`src/rtl/rmw_seq_pkg.sv`:
```
// Shared CPU types: RMW opcodes, ALU opcodes, 6502 status register layout
// and the RMW sequencer state encoding.
package cpu_types;

  typedef enum logic [2:0] {
    RMW_ASL, RMW_LSR, RMW_ROL, RMW_ROR, RMW_INC, RMW_DEC
  } rmwop_t;

  typedef enum logic [2:0] {
    ALU_ADD, ALU_SL, ALU_SR, ALU_ROL, ALU_ROR
  } aluop_t;

  // Bit order matches the 6502 P register: N V - B D I Z C
  typedef struct packed {
    logic n;
    logic v;
    logic u;
    logic b;
    logic d;
    logic i;
    logic z;
    logic c;
  } statusReg_t;

  typedef enum logic [2:0] {
    IDLE, READ, LATCH, DUMMY, WRITE, DONE
  } rmw_state_t;

  localparam logic [7:0] INC_B = 8'h01;
  localparam logic [7:0] DEC_B = 8'hFF;

endpackage

```
`src/rtl/rmw_seq_if.sv`:
```
// Request, CPU-bus and completion signals of the RMW sequencer.
interface rmw_seq_if;
  import cpu_types::*;

  logic        start;
  rmwop_t      op;
  logic [15:0] addr;
  statusReg_t  status_in;
  logic [15:0] mem_addr;
  logic        mem_re;
  logic        mem_we;
  logic [7:0]  mem_wdata;
  logic [7:0]  mem_rdata;
  logic        busy;
  logic        done;
  logic [7:0]  result;
  statusReg_t  status_out;
  logic        status_we;

  modport slave (
    input  start, op, addr, status_in, mem_rdata,
    output mem_addr, mem_re, mem_we, mem_wdata, busy, done, result,
           status_out, status_we
  );

  modport master (
    output start, op, addr, status_in, mem_rdata,
    input  mem_addr, mem_re, mem_we, mem_wdata, busy, done, result,
           status_out, status_we
  );

endinterface

```
`src/rtl/rmw_seq_alu.sv`:
```
// Combinational ALU shared by all RMW operations: add with carry-in,
// shifts and rotates through carry, plus N/Z derived from the result.
module alu
  import cpu_types::*;
#(
  parameter int DATA_W = 8
) (
  input  aluop_t            op,
  input  logic [DATA_W-1:0] a,
  input  logic [DATA_W-1:0] b,
  input  logic              cin,
  output logic [DATA_W-1:0] y,
  output logic              cout,
  output logic              n,
  output logic              z
);

  always_comb begin
    y    = '0;
    cout = 1'b0;
    case (op)
      ALU_ADD: {cout, y} = {1'b0, a} + {1'b0, b} + {{DATA_W{1'b0}}, cin};
      ALU_SL:  {cout, y} = {a, 1'b0};
      ALU_SR:  {y, cout} = {1'b0, a};
      ALU_ROL: {cout, y} = {a, cin};
      ALU_ROR: {y, cout} = {cin, a};
      default: ;
    endcase
  end

  assign n = y[DATA_W-1];
  assign z = (y == '0);

endmodule

```
`src/rtl/rmw_seq.sv`:
```
// 6502-style read-modify-write sequencer: READ, LATCH, DUMMY, WRITE, DONE.
// Define RMW_DUMMY_WRITE_EN to write the unmodified operand back in DUMMY.
module rmw_seq
  import cpu_types::*;
(
  input logic       clk,
  input logic       rst,
  rmw_seq_if.slave  bus
);

`ifdef RMW_DUMMY_WRITE_EN
  localparam logic DUMMY_WE = 1'b1;
`else
  localparam logic DUMMY_WE = 1'b0;
`endif

  rmw_state_t state;
  rmwop_t     op_q;
  statusReg_t status_q;
  statusReg_t status_next;
  logic [7:0] operand_q;

  aluop_t     alu_op;
  logic [7:0] alu_b;
  logic [7:0] alu_y;
  logic       alu_cin;
  logic       alu_cout;
  logic       alu_n;
  logic       alu_z;

  alu #(.DATA_W(8)) u_alu (
    .op   (alu_op),
    .a    (operand_q),
    .b    (alu_b),
    .cin  (alu_cin),
    .y    (alu_y),
    .cout (alu_cout),
    .n    (alu_n),
    .z    (alu_z)
  );

  // Shifts/rotates own the carry; INC/DEC leave C and V as captured.
  always_comb begin
    alu_op        = ALU_ADD;
    alu_b         = 8'h00;
    alu_cin       = status_q.c;
    status_next   = status_q;
    status_next.n = alu_n;
    status_next.z = alu_z;
    case (op_q)
      RMW_ASL: begin alu_op = ALU_SL;  status_next.c = alu_cout; end
      RMW_LSR: begin alu_op = ALU_SR;  status_next.c = alu_cout; end
      RMW_ROL: begin alu_op = ALU_ROL; status_next.c = alu_cout; end
      RMW_ROR: begin alu_op = ALU_ROR; status_next.c = alu_cout; end
      RMW_INC: begin alu_op = ALU_ADD; alu_b = INC_B; alu_cin = 1'b0; end
      RMW_DEC: begin alu_op = ALU_ADD; alu_b = DEC_B; alu_cin = 1'b0; end
      default: ;
    endcase
  end

  // Operand/request capture carries no control meaning, so it is not reset.
  always_ff @(posedge clk) begin
    if (state == IDLE && bus.start) begin
      op_q     <= bus.op;
      status_q <= bus.status_in;
    end
    if (state == LATCH) begin
      operand_q <= bus.mem_rdata;
    end
  end

  always_ff @(posedge clk) begin
    if (rst) begin
      state          <= IDLE;
      bus.busy       <= 1'b0;
      bus.done       <= 1'b0;
      bus.status_we  <= 1'b0;
      bus.mem_re     <= 1'b0;
      bus.mem_we     <= 1'b0;
      bus.mem_addr   <= '0;
      bus.mem_wdata  <= '0;
      bus.result     <= '0;
      bus.status_out <= '0;
    end else begin
      bus.done      <= 1'b0;
      bus.status_we <= 1'b0;
      case (state)
        IDLE: begin
          if (bus.start) begin
            state        <= READ;
            bus.busy     <= 1'b1;
            bus.mem_addr <= bus.addr;
            bus.mem_re   <= 1'b1;
          end
        end
        READ: begin
          state      <= LATCH;
          bus.mem_re <= 1'b0;
        end
        LATCH: begin
          state         <= DUMMY;
          bus.mem_we    <= DUMMY_WE;
          bus.mem_wdata <= bus.mem_rdata;
        end
        DUMMY: begin
          state          <= WRITE;
          bus.mem_we     <= 1'b1;
          bus.mem_wdata  <= alu_y;
          bus.result     <= alu_y;
          bus.status_out <= status_next;
        end
        WRITE: begin
          state         <= DONE;
          bus.busy      <= 1'b0;
          bus.mem_we    <= 1'b0;
          bus.mem_addr  <= '0;
          bus.mem_wdata <= '0;
          bus.done      <= 1'b1;
          bus.status_we <= 1'b1;
        end
        DONE: begin
          state <= IDLE;
        end
        default: begin
          state <= IDLE;
        end
      endcase
    end
  end

endmodule

```
`src/flat_wrapper.sv`:
```
// flat-port wrapper written by rule: the top's interface ports become plain ports
module rmw_seq_flat import cpu_types::*;
  (clk, rst, bus_start, bus_op, bus_addr, bus_status_in, bus_mem_rdata, bus_mem_addr, bus_mem_re, bus_mem_we, bus_mem_wdata, bus_busy, bus_done, bus_result, bus_status_out, bus_status_we);
  rmw_seq_if bus_i ();
  input logic clk;
  input logic rst;
  input wire logic [$bits(bus_i.start)-1:0] bus_start;
  input wire logic [$bits(bus_i.op)-1:0] bus_op;
  input wire logic [$bits(bus_i.addr)-1:0] bus_addr;
  input wire logic [$bits(bus_i.status_in)-1:0] bus_status_in;
  input wire logic [$bits(bus_i.mem_rdata)-1:0] bus_mem_rdata;
  output wire logic [$bits(bus_i.mem_addr)-1:0] bus_mem_addr;
  output wire logic [$bits(bus_i.mem_re)-1:0] bus_mem_re;
  output wire logic [$bits(bus_i.mem_we)-1:0] bus_mem_we;
  output wire logic [$bits(bus_i.mem_wdata)-1:0] bus_mem_wdata;
  output wire logic [$bits(bus_i.busy)-1:0] bus_busy;
  output wire logic [$bits(bus_i.done)-1:0] bus_done;
  output wire logic [$bits(bus_i.result)-1:0] bus_result;
  output wire logic [$bits(bus_i.status_out)-1:0] bus_status_out;
  output wire logic [$bits(bus_i.status_we)-1:0] bus_status_we;
  assign bus_i.start = bus_start;
  assign bus_i.op = bus_op;
  assign bus_i.addr = bus_addr;
  assign bus_i.status_in = bus_status_in;
  assign bus_i.mem_rdata = bus_mem_rdata;
  assign bus_mem_addr = bus_i.mem_addr;
  assign bus_mem_re = bus_i.mem_re;
  assign bus_mem_we = bus_i.mem_we;
  assign bus_mem_wdata = bus_i.mem_wdata;
  assign bus_busy = bus_i.busy;
  assign bus_done = bus_i.done;
  assign bus_result = bus_i.result;
  assign bus_status_out = bus_i.status_out;
  assign bus_status_we = bus_i.status_we;
  rmw_seq u_core (.clk(clk), .rst(rst), .bus(bus_i));
endmodule
```
`config.mk`:
```
export PLATFORM = sky130hd
export DESIGN_NAME = rmw_seq_flat
export DESIGN_NICKNAME = d
export VERILOG_FILES = /design/src/rtl/rmw_seq_pkg.sv /design/src/rtl/rmw_seq_if.sv /design/src/rtl/rmw_seq_alu.sv /design/src/rtl/rmw_seq.sv /design/src/flat_wrapper.sv
export SDC_FILE = /design/constraint.sdc
export NUM_CORES = 1
export LEC_CHECK = 0
export ABC_AREA = 1
export BUFFER_PORTS_ARGS = -buffer_cell sky130_fd_sc_hd__buf_4
export CORE_MARGIN = 1
export CORE_UTILIZATION = 48
export CTS_BUF_LIST = sky130_fd_sc_hd__clkbuf_16
export DETAILED_ROUTE_END_ITERATION = 10
export PLACE_DENSITY = 0.76
export RECOVER_POWER = 25
export SYNTH_ARGS = -nofsm -noshare
export SYNTH_HDL_FRONTEND = slang
export SYNTH_SLANG_ARGS = --single-unit
```
`constraint.sdc`:
```
create_clock -name clk -period 4 [get_ports clk]
set_input_delay 0 -clock clk [delete_from_list [all_inputs] [get_ports clk]]
set_output_delay 0 -clock clk [all_outputs]
set_load 0.02 [all_outputs]
```
### After elaboration in Yosys (flattened, before gate mapping)

Index checks and enable logic that the tools add are counted.

| operators by class | value |
|---|---|
| mux-type cells | 16 |
| equal/unequal tests | 14 |
| $add $sub $neg | 2 |
| reductions and logical operators | 16 |

Operator list:

| cell | number |
|---|---|
| one-hot mux 8 bit (5 select lines) | 1 |
| one-hot mux 16 bit (2 select lines) | 1 |
| one-hot mux 8 bit (3 select lines) | 1 |
| equality test 3 x 2 -> 1 bit (second input constant) | 6 |
| 2-to-1 mux 16 bit | 1 |
| one-hot mux 8 bit (2 select lines) | 1 |
| one-hot mux 3 bit (5 select lines) | 1 |
| equality test 3 bit (second input constant) | 4 |
| one-hot mux 3 bit (4 select lines) | 1 |
| adder 8 x 8 -> 9 bit | 1 |
| adder 9 x 1 -> 9 bit | 1 |
| equality test 3 x 1 -> 1 bit (second input constant) | 3 |
| zero test 3 bit | 3 |
| zero test 8 bit | 1 |
| OR reduction 2 bit | 4 |
| one-hot mux 1 bit (2 select lines) | 3 |
| nonzero test 2 bit | 3 |
| 2-to-1 mux 1 bit | 4 |
| AND reduction 2 bit | 2 |
| OR reduction 4 bit | 1 |
| 2-to-1 mux 3 bit | 1 |
| one-hot mux 1 bit (3 select lines) | 1 |
| nonzero test 3 bit | 1 |
| != test 2 bit (second input constant) | 1 |
| logical AND 1 bit | 1 |

| word-level totals | value |
|---|---|
| word-level logic and storage cells | 72 |
| bits in registers | 64 |
| output and inout bits | 45 |
| input bits | 38 |

### Longest topological paths before layout

Gate-level depths: netlist (run 1).

| logic depth | value |
|---|---|
| depth in word-level cells | 6 |
| mapped depth | 20 |
| mapped depth without buffers | 20 |

### Hierarchy

A second synthesis (run 1) with hierarchy kept.

| second synthesis, totals | value |
|---|---|
| cells, all modules | 405 |
| area total of the unflattened synthesis | 3,080.5 µm² |

By module, submodules not included:

| module | area each (µm²) | sequential area each (µm²) | cells an instance | times used |
|---|---|---|---|---|
| rmw_seq | 2,396.0 | 1,451.4 | 271 | 1 |
| alu | 684.4 | 0.0 | 134 | 1 |

### Worst setup path before layout (run 1)

No wires, ideal clock.

| path | value |
|---|---|
| path type | register -> register |
| from | register u_core.op_q[1] |
| to | register u_core.bus.result[1] |
| cell stages (with the launch flop) | 13 |
| data arrival time | 2,769 ps |
| setup slack | 1,160 ps |
| setup time | 70 ps |
| data required time | 3,930 ps |
| path buffers | 0 |
| period minus slack after synthesis | 2,840 ps |
| cell sequence | edfxtp_1 or2_2 nor2_1 inv_1 nand2_1 nor2_1 fa_1 inv_1 fa_1 o21ai_0 a21oi_1 or2_2 a21oi_1 |

| on the way | value |
|---|---|
| word-level cells in the longest chain between the ends | 5 |
| elaborated cells between the ends (all ways) | 18 |
| classes of those cells | 2 x add/sub; 9 x eq/ne; 4 x mux; 3 x reduce/logical |

Ends and longest elaborated chain:

| what | line | source |
|---|---|---|
| from (decl) | rmw_seq.sv:18 | `rmwop_t op_q;` |
| from (signal assigned) | rmw_seq.sv:64 | `op_q <= bus.op;` |
| equality test 3 bit | rmw_seq.sv:50 | `case (op_q)` |
| one-hot mux 8 bit (2 select lines) / OR reduction 2 bit (equally long branches) | -- |  |
| adder 8 x 8 -> 9 bit / 2-to-1 mux 1 bit (equally long branches) | rmw_seq_alu.sv:22, rmw_seq.sv:50 |  |
| adder 9 x 1 -> 9 bit | rmw_seq_alu.sv:22 | `ALU_ADD: {cout, y} = {1'b0, a} + {1'b0, b} + {{DATA_W{1'b0}}, cin};` |
| one-hot mux 8 bit (5 select lines) * | rmw_seq_alu.sv:21 | `case (op)` |
| to (signal assigned) | rmw_seq.sv:109 | `bus.result <= alu_y;` |
| to (decl) | rmw_seq_if.sv:22 | `output mem_addr, mem_re, mem_we, mem_wdata, busy, done, result,` |

Every way passes the cells marked *; elsewhere a longest branch is shown, timed or not.
A chain may end at the register's enable or synchronous reset.

### Worst setup path after layout (run 1)

| path | value |
|---|---|
| from | register u_core.op_q[1] |
| to | register u_core.bus.mem_wdata[1] |

| on the way | value |
|---|---|
| word-level cells in the longest chain between the ends | 6 |
| elaborated cells between the ends (all ways) | 19 |
| classes of those cells | 2 x add/sub; 9 x eq/ne; 5 x mux; 3 x reduce/logical |

Ends and longest elaborated chain:

| what | line | source |
|---|---|---|
| equality test 3 bit | rmw_seq.sv:50 |  |
| one-hot mux 8 bit (2 select lines) / OR reduction 2 bit (equally long branches) | -- |  |
| adder 8 x 8 -> 9 bit / 2-to-1 mux 1 bit (equally long branches) | rmw_seq_alu.sv:22, rmw_seq.sv:50 |  |
| adder 9 x 1 -> 9 bit | rmw_seq_alu.sv:22 |  |
| one-hot mux 8 bit (5 select lines) * | rmw_seq_alu.sv:21 |  |
| one-hot mux 8 bit (3 select lines) * | rmw_seq.sv:87 | `case (state)` |
| to (signal assigned) | rmw_seq.sv:103 | `bus.mem_wdata <= bus.mem_rdata;` |
| to (signal assigned) | rmw_seq.sv:108 | `bus.mem_wdata <= alu_y;` |
| to (decl) | rmw_seq_if.sv:22 |  |

Marks and branches as above.

==> flow_summary.toml, run 1 <==
[power_and_ir_drop]
p_per_area_nw_per_um2 = 462
seq_power_share_pct = 40.7
power.share.combinational_pct = 20.4
peakVddDrop_v = 0.000293
internal_power_w = 0.00134
p_sw_share_pct = 27.8
p_clk_share_pct = 38.9
p_leak_nw = 1.80
p_total_w = 0.00185
p_sw_w = 0.000515

[floorplan]
io_pins = 83
rows = 27
chipWidth_um = 78.9
core_area_um2 = 5610
initial_utilization_pct = 50.7
die_area_um2 = 6230
die_h_um = 78.9

[final_layout]
area_delta_synth_final_pct = 41.1
multi_input_area_um2 = 1200
n_antenna_cell = 0
fill_cells = 413
fin_util_pct = 71.5
final-seq-area_um2 = 1430
fin_nets = 499
drive_gt1_share_pct = 20.4

[setup_path]
slowest_stage = "edfxtp_1"
end_kind = "register"
cp_max_fo = 8
slowest_delay_ps = 440
start_kind = "register"
cp.arrival_ps = 3450
criticalPathCategory = "reg2reg"
required_ps = 4250
path_cells = "or2_2 > nor2_1 > inv_1 > nand2_1 > nor2_1 > fa_1 > inv_1 > fa_1 > o21ai_0 > a21oi_1 > or2_2 > a21oi_1"

[clock_tree]
clock_path_buffers = 2
cts_tree = "done"
cts-root-buf = "clkbuf_16"
htreeDepth = 3
clkLatencyLatePin_ps = 320
cts_buffers = 9
clkSinkCount = 63
clkSlewWorstSetupHoldPaths_ps = 50
cts_resized = 0
postCtsSetupRepairBufs = 0

[route]
routed_wirelength_mm = 7.16
drt-wirelength-per-cell_um = 13.5
via_per_inst = 5.06
ant_nets = 0
vias = 2676
first_pass_iters = 5
drtIter0Drc = 157
drc = 0

[placed_design]
dpl.hpwl_mm = 4.63
routabilityCongestion = 0.844
port_buffers = 80

[logic_synthesis]
yosysMostFrequentCell = "nand2_1"
yosys_warnings = 0
synth_top_area_cell = "dfxtp_1"
synth_ff_type = "dfxtp_1"
yosys-top-cells-area = "dfxtp_1 (32%), edfxtp_1 (18%), nand2_1 (12%)"
seq_area_frac_synth_pct = 50.4
ys_async_sr_fraction_pct = 0
synth_nets = 386
ys_types = 36
syn_area_um2 = 2840
synth_area_per_cell_um2 = 8.38
yosys-top-cells-count = "nand2_1 (93), a21oi_1 (49), dfxtp_1 (46), inv_1 (28), nor2_1 (21)"
synthCells = 339
synth_top_area_share_pct = 32.4
synth_edf_count = 17
ys_ff_latch = 63

[global_routing]
antenna_found_initial = 0
grt_max_degree = 32
overflow = 0
grt_pass1_vias = 2634
grt_usage_pct = 25.2
grt_pass1_wl_mm = 12.1

[sta]
fin_skew_ps = 4.29
hold_violations = 0
tns_ps = 0
fmax_mhz = 312
slew_headroom_pct = 27.2
min_period_ps = 3210
rsz0062_at_grt = "false"
drv_slew = 0
setup_viol = 0
fin_crit_sh_pct = 80.2
tightest_slew_ps = 1090

[outcome]
status = "finished, final reports clean"

[min_path]
worstHoldPathType = "in2reg"

[job]
cap_violations = 0
critical path, delay by kind of cell, from the launching register on:
family,cells,cell delay (ps)
flip-flops,1,440
adder cells (fa/ha/maj),2,830
AND/OR/NAND/NOR,5,1230
AO/OA/AOI/OAI,3,380
buffers and inverters,2,250
cell usage in the layout, fill, tap and decap left out, types with 12 or more instances in the layout:
| cell | Yosys | final |
|---|---|---|
| clkbuf_1 | 4 | 19 |
| nand3_1 | 15 | 15 |
| nor2_1 | 21 | 21 |
| nand2_1 | 93 | 93 |
| a21oi_1 | 49 | 49 |
| edfxtp_1 | 17 | 17 |
| dfxtp_1 | 46 | 46 |
| buf_4 | 3 | 49 |
| inv_1 | 28 | 29 |
| dlygate4sd3_1 | 0 | 33 |
| clkbuf_4 | 0 | 12 |
final timing paths:
check | start | to | cells past startpoint | slack, ps
setup / recovery | u_core.op_q[1] | u_core.bus.mem_wdata[1] | 12 | 790
hold / removal | bus_start | u_core.state[0] | 3 | 40
setup reg to reg | u_core.op_q[1] | u_core.bus.mem_wdata[1] | 12 | 790
hold reg to reg | u_core.bus.mem_addr[2] | u_core.bus.mem_addr[2] | 2 | 460
power groups by stage:
stage	Combinational, W	Sequential [W]	Clock (W)
6_report	0.000377	0.000754	0.000720
5_1_grt	0.000418	0.000759	0.000762
4_1_cts	0.000387	0.000753	0.000728
3_5_place_dp	0.000358	0.000764	0
3_3_place_gp	0.000352	0.000763	0
2_1_floorplan	0.000193	0.000800	0
routing by layer:
| layer | part of all wire (%) | GRT usage [%] | routed length, um | vias to the layer above |
|---|---|---|---|---|
| li1 | - | - | - | 1339 |
| met1 | 40 | 29.4 | 2870 | 1245 |
| met2 | 51 | 43.7 | 3660 | 86 |
| met3 | 7.8 | 8.39 | 562 | 6 |
| met4 | 1.0 | 7.82 | 74 | 0 |
| met5 | 0 | 0 | 0 | - |
kinds of logic (layout without fill, tap and decap cells):
group | count (synthesis) | after routing | share of synthesized area (%)
AO/OA/AOI/OAI | 75 | 75 | 14.1
adder cells (fa/ha/maj) | 9 | 9 | 4.49
flip-flops | 63 | 63 | 50.4
buffers and inverters | 46 | 164 | 7.27
AND/OR/NAND/NOR | 146 | 146 | 23.7
state kept, by name, summed over array words and instances, names as in the netlist, 3 cells and up:
signal	flops
u_core.bus.status_out	8
u_core.bus.mem_addr	16
u_core.state	3
u_core.operand_q	8
u_core.bus.result	7
u_core.op_q	3
u_core.bus.mem_wdata	8
u_core.status_next	5
area by class of cell:
cell class | instances | share of cell area [%]
clock buffer | 9 | 5.62
clock inverter | 7 | 1.37
inverter | 35 | 3.59
multi-input combinational | 230 | 30.0
sequential | 63 | 35.7
tap | 72 | 2.25
timing repair buffer | 113 | 21.4
per-stage QoR:
stage          area (um2)  setup slack [ps]  cells  hold slack, ps
2_1_floorplan        2840              1160    339            98.9
3_5_place_dp         3470               800    480             179
3_3_place_gp         3470               861    480             178
4_1_cts              4080               751    529            35.5
6_report             4010               793    529            38.0
5_1_grt              4010               509    529            64.3
timing repair:
item / 4_1_cts / 5_1_grt
endpoints found under the setup margin: 0 / 0
hold endpoints to repair: 38 / 0
hold buffers: 33 / 0
(Power assumes the default switching activity.)
==> run 2: changes to the inputs <==
--- a/config.mk
+++ b/config.mk
@@ -5,10 +5,10 @@
 export SDC_FILE = /design/constraint.sdc
 export NUM_CORES = 1
 export LEC_CHECK = 0
-export ABC_AREA = 1
+export ABC_AREA = 0
 export BUFFER_PORTS_ARGS = -buffer_cell sky130_fd_sc_hd__buf_4
 export CORE_MARGIN = 1
-export CORE_UTILIZATION = 48
+export CORE_UTILIZATION = 46
 export CTS_BUF_LIST = sky130_fd_sc_hd__clkbuf_16
 export DETAILED_ROUTE_END_ITERATION = 10
 export PLACE_DENSITY = 0.76
==> constraint.sdc (replaced) <==
create_clock -name clk -period 2.8 [get_ports clk]
set_input_delay 0 -clock clk [delete_from_list [all_inputs] [get_ports clk]]
set_output_delay 0 -clock clk [all_outputs]
set_load 0.02 [all_outputs]
==> run 2 against run 1 <==
  * Global-route usage decreased by 0.79 points
  * Clock skew barely moved
  * Worst hold slack gained 5.6 ps
  * Via count down 5.5%
  * Die area grew 3.3%
  * Critical path depth shrank 1
  * Flip-flop and latch count unchanged
  * Sequential power up 43%
==> flow_summary.toml, run 2 <==
[sta]
min_period_ps = 2560
final.setup.worst_slack_ps = 237
fin_crit_sh_pct = 91.5
setup_viol = 0
tightest_slew_ps = 1140
fin_skew_ps = 4.21
slew_headroom_pct = 23.3
tns_ps = 0
hold_violations = 0
fmax_mhz = 390
rsz0062_at_grt = "false"
drv_slew = 0

[placed_design]
port_buffers = 80
routabilityCongestion = 0.844
dpl_cell_area_um2 = 3420
dp_slack_ps = 195
dpl.hpwl_mm = 4.59

[global_routing]
antenna_found_initial = 0
grt_pass1_wl_mm = 11.8
grt_pass1_vias = 2523
grt_max_degree = 46
grt_usage_pct = 24.4
overflow = 0

[setup_path]
slowest_delay_ps = 420
criticalPathCategory = "reg2reg"
required_ps = 3040
path_cells = "nor2b_2 > nor2b_1 > fa_1 > inv_1 > fa_1 > nor2b_1 > o31ai_2 > a21oi_1 > a311oi_2 > nor2_1 > nor3_1"
start_kind = "register"
cp.arrival_ps = 2810
rrSetupSlack_ps = 240
worstSetupStartpoint = "u_core.op_q[1]"
cp_max_fo = 3
end_kind = "register"
path_buf_inv = 1
crit_end = "u_core.bus.mem_wdata[6]"
rr_worst_depth = 11
slowest_stage = "edfxtp_1"
cp.depth = 11
crit_family = "compound AO/OA/AOI/OAI gates"
r2r-end = "u_core.bus.mem_wdata[6]"
r2r-start = "u_core.op_q[1]"

[clock_tree]
clkSinkCount = 63
cts_tree = "done"
cts_buffers = 9
htreeDepth = 3
cts-root-buf = "clkbuf_16"
clkSlewWorstSetupHoldPaths_ps = 50
clkLatencyLatePin_ps = 320
clock_path_buffers = 2

[logic_synthesis]
synth_nets = 327
yosys_warnings = 0
synth_fa_ha_area_share_pct = 4.53
seq_area_frac_synth_pct = 50.8
yosys-top-cells-area = "dfxtp_1 (33%), edfxtp_1 (18%), nor2_1 (5.2%)"
synth_top_family_by_area = "compound AO/OA/AOI/OAI gates"
ys_async_sr_fraction_pct = 0
ys_types = 47
synthMuxAreaShare_pct = 2.93
synth_top_area_cell = "dfxtp_1"
synth-simple-area-share_pct = 14.2
ys_ff_latch = 63
synth_ff_type = "dfxtp_1"
synth_edf_count = 17
synth_area_per_cell_um2 = 10.1
yosysMostFrequentCell = "dfxtp_1"
synth_compound_gate_area_share_pct = 21.0
syn_area_um2 = 2820
synth_top_area_share_pct = 32.7
synthCells = 280
synth-xor-area-share_pct = 1.24
yosys-top-cells-count = "dfxtp_1 (46), nor2_1 (39), a21oi_1 (23), nand2_1 (19), edfxtp_1 (17)"

[job]
cap_violations = 0

[route]
drt-wirelength-per-cell_um = 15.4
via_per_inst = 5.41
vias = 2528
ant_nets = 0
drtIter0Drc = 159
routed_wirelength_mm = 7.21
first_pass_iters = 5
drc = 0

[floorplan]
die_h_um = 80.2
rows = 28
die_area_um2 = 6440
core_area_um2 = 5920
io_pins = 83
initial_utilization_pct = 47.6
chipWidth_um = 80.2

[final_layout]
drive_gt1_share_pct = 23.2
fill_cells = 452
final-seq-area_um2 = 1430
final_common_cell = "buf_4"
design_area_um2 = 3960
area_delta_synth_final_pct = 40.6
largest_register_ffs = 16
regMostFlops = "u_core.bus.mem_addr"
n_antenna_cell = 0
fin_nets = 435
mostFrequentLayoutCells = "buf_4 (53), dfxtp_1 (46), nor2_1 (39)"
multi_input_area_um2 = 1240

[power_and_ir_drop]
peakVddDrop_v = 0.000494
p_per_area_nw_per_um2 = 671
p_leak_nw = 1.62

[outcome]
status = "finished, final reports clean"

[min_path]
worstHoldPathType = "in2reg"
==> run 2: layer usage <==
metal	vias up	global-route usage, %	routed length (um)
met4	0	13.4	208
met3	19	4.77	440
li1	1227	-	-
met5	-	0	0
met1	1184	27.7	2820
met2	98	42.9	3740
==> run 2: worst reg2reg max path, cell delays in order, from the launching register on <==
cell      delay, ps
edfxtp_1        420
nor2b_2         190
nor2b_1          80
fa_1            410
inv_1            90
fa_1            210
nor2b_1          80
o31ai_2         330
a21oi_1         130
a311oi_2        270
nor2_1          110
nor3_1          160
==> run 2: report_power, final <==
part / leakage (nW) / switching [W] / total, W / internal, W
registers: 0.534 / 0.0000591 / 0.00108 / 0.00102
clock network: 0.140 / 0.000366 / 0.00104 / 0.000671
logic: 0.948 / 0.000302 / 0.000539 / 0.000238
total: 1.62 / 0.000727 / 0.00266 / 0.00193
==> run 2: timing repair <==
item / 4_1_cts / 5_1_grt
setup buffers: 0 / 0
endpoints found under the hold margin: 33 / 0
endpoints found under the setup margin: 0 / 2
resized for setup: 0 / 1
hold buffers: 33 / 0
==> run 2: how the worst min path moves through the flow <==
stage	from	to	slack, ps	depth (start not counted)
final	bus_start	u_core.bus.busy	40	3
after global routing	bus_start	u_core.bus.busy	50	3
after CTS	bus_start	u_core.bus.busy	40	3
after detailed placement	bus_status_in[5]	u_core.status_next[5]	180	1
after global placement	bus_status_in[4]	u_core.status_next[4]	180	1
after floorplan	bus_op[0]	u_core.op_q[0]	100	0
==> run 2: per-stage QoR <==
stage          total power [W]  util, %  instances  hold WS, ps
2_1_floorplan          0.00143        -        280         98.9
3_3_place_gp           0.00159     57.8        419          180
3_5_place_dp           0.00160     57.8        419          180
4_1_cts                0.00268     68.0        467         39.3
5_1_grt                0.00277     66.9        467         52.4
6_report               0.00266     66.9        467         43.6
==> run 2: cell type report <==
cell class / instances / area share, %
sequential: 63 / 36.2
tap: 75 / 2.37
inverter: 7 / 0.664
multi-input combinational: 190 / 31.3
clock inverter: 6 / 1.33
clock buffer: 9 / 5.69
timing repair buffer: 117 / 22.5
==> run 2: logic make-up (layout without fill, tap and decap cells) <==
kind of cell	after synthesis	in the layout
compound gates	86	86
xor+xnor	4	4
fa+ha+maj	9	9
buf+inv	27	139
flops	63	63
mux	8	8
simple gates	83	83
==> run 3: changes to the inputs <==
--- a/config.mk
+++ b/config.mk
@@ -13,6 +13,7 @@
 export DETAILED_ROUTE_END_ITERATION = 10
 export PLACE_DENSITY = 0.76
 export RECOVER_POWER = 25
+export SETUP_SLACK_MARGIN = 0.5
 export SYNTH_ARGS = -nofsm -noshare
 export SYNTH_HDL_FRONTEND = slang
 export SYNTH_SLANG_ARGS = --single-unit
==> run 3 against run 2 <==
  * Register-to-register slack improved by 180 ps
  * Worst hold slack got worse by 13 ps
  * Wire length grew 8.0%
  * Critical endpoint is now u_core.bus.status_out[1]
==> flow_summary.toml, run 3 (synthesis results as in run 2) <==
[outcome]
status = "finished, final reports clean"

[global_routing]
grt_pass1_vias = 2538
grt.busiest_layer = "met2"
grt_pass1_wl_mm = 11.9
antenna_found_initial = 0
overflow = 0
grt_usage_pct = 25.0
grt.met1_usage_pct = 27.9
grtUsageMet3_pct = 7.16
grt_max_degree = 46
met2_usage_pct = 43.4

[setup_path]
required_ps = 3030
cp_max_fo = 3
criticalPathCategory = "reg2reg"
start_kind = "register"
end_kind = "register"
cp.arrival_ps = 2610

[floorplan]
initial_utilization_pct = 47.6
chipWidth_um = 80.2
core_area_um2 = 5920
io_pins = 83
die_h_um = 80.2
rows = 28
die_area_um2 = 6440

[final_layout]
fin_nets = 439
drive_gt1_share_pct = 30.2
final_cells = 472
multi_input_area_um2 = 1370
final-seq-area_um2 = 1430
n_antenna_cell = 0
fill_cells = 424
largest_register_ffs = 16
mostFrequentLayoutCells = "buf_4 (56), dfxtp_1 (46), nor2_1 (38)"
final_common_cell = "buf_4"
area_delta_synth_final_pct = 46.9
design_area_um2 = 4140
regMostFlops = "u_core.bus.mem_addr"

[sta]
min_period_ps = 2380
final.setup.worst_slack_ps = 421
tns_ps = 0
slew_headroom_pct = 23.6
rsz0062_at_grt = "true"
fin_skew_ps = 5.96
fin_crit_sh_pct = 85.0
hold_violations = 0
setup_viol = 0
tightest_slew_ps = 1140
fmax_mhz = 420
drv_slew = 0

[power_and_ir_drop]
peakVddDrop_v = 0.000525
p_per_area_nw_per_um2 = 665
p_leak_nw = 1.67

[placed_design]
port_buffers = 80
dp_slack_ps = 288
dpl.cell_count = 418
dpl_cell_area_um2 = 3430
routabilityCongestion = 0.826
dpl.hpwl_mm = 4.61

[clock_tree]
htreeDepth = 3
clock_path_buffers = 2
cts_buffers = 9
clkSinkCount = 63
cts-root-buf = "clkbuf_16"
clkSlewWorstSetupHoldPaths_ps = 50
cts_tree = "done"
clkLatencyLatePin_ps = 320

[route]
ant_nets = 0
drc = 0
first_pass_iters = 6
drtIter0Drc = 143
vias = 2569
drt-wirelength-per-cell_um = 16.5
via_per_inst = 5.44
routed_wirelength_mm = 7.78

[min_path]
worstHoldPathType = "in2reg"

[job]
cap_violations = 0
run 3: final cells by class:
class	instances	area share, %
Tap cell	75	2.27
Inverter	7	0.696
Timing Repair Buffer	121	22.4
Clock inverter	7	1.57
Multi-Input combinational cell	190	33.0
Sequential cell	63	34.6
Clock buffer	9	5.44
run 3: worst paths after layout:
| path | startpoint | endpoint | slack, ps | cells past startpoint |
|---|---|---|---|---|
| max | u_core.op_q[1] | u_core.bus.status_out[1] | 420 | 10 |
| min | bus_start | u_core.bus.mem_re | 30 | 3 |
| max reg2reg | u_core.op_q[1] | u_core.bus.status_out[1] | 420 | 10 |
| min reg2reg | u_core.bus.status_out[5] | u_core.bus.status_out[5] | 460 | 2 |
run 3: routing by layer:
layer  vias to the layer above  part of all wire (%)
li1                       1233                     -
met1                      1217                    38
met2                        97                    54
met3                        22                   5.8
met4                         0                   2.8
met5                         -                     0
run 3: stage by stage:
| stage | total power [W] | hold slack, ps | utilization, % |
|---|---|---|---|
| finish | 0.00275 | 30.7 | 69.9 |
| global route | 0.00286 | 60.9 | 69.9 |
| CTS | 0.00273 | 22.3 | 69.7 |
| detailed placement | 0.00161 | 179 | 57.9 |
| global placement | 0.00160 | 179 | 57.9 |
| floorplan | 0.00144 | 98.9 | - |
run 3: timing repair:
item / in CTS / in global routing
hold endpoints to repair: 33 / 0
buffers inserted: 3 / 2
resized for setup: 11 / 16
hold buffers: 33 / 0
endpoints found under the setup margin: 9 / 10
pin swaps: 6 / 8
run 3: critical path, cell delays in order (launching register included):
cell      delay, ps
edfxtp_1        430
nor2b_4         190
nor2b_2          60
fa_2            350
buf_4           150
a21o_1          170
a21oi_1         200
xnor2_1         140
a21oi_2         250
nand4_1         140
o31ai_2         200
run 3: power breakdown:
part           internal [W]  total [W]  switching [W]  leakage (nW)
Sequential          0.00102    0.00108      0.0000641         0.534
Clock              0.000681    0.00106       0.000380         0.146
Combinational      0.000269   0.000606       0.000337         0.992
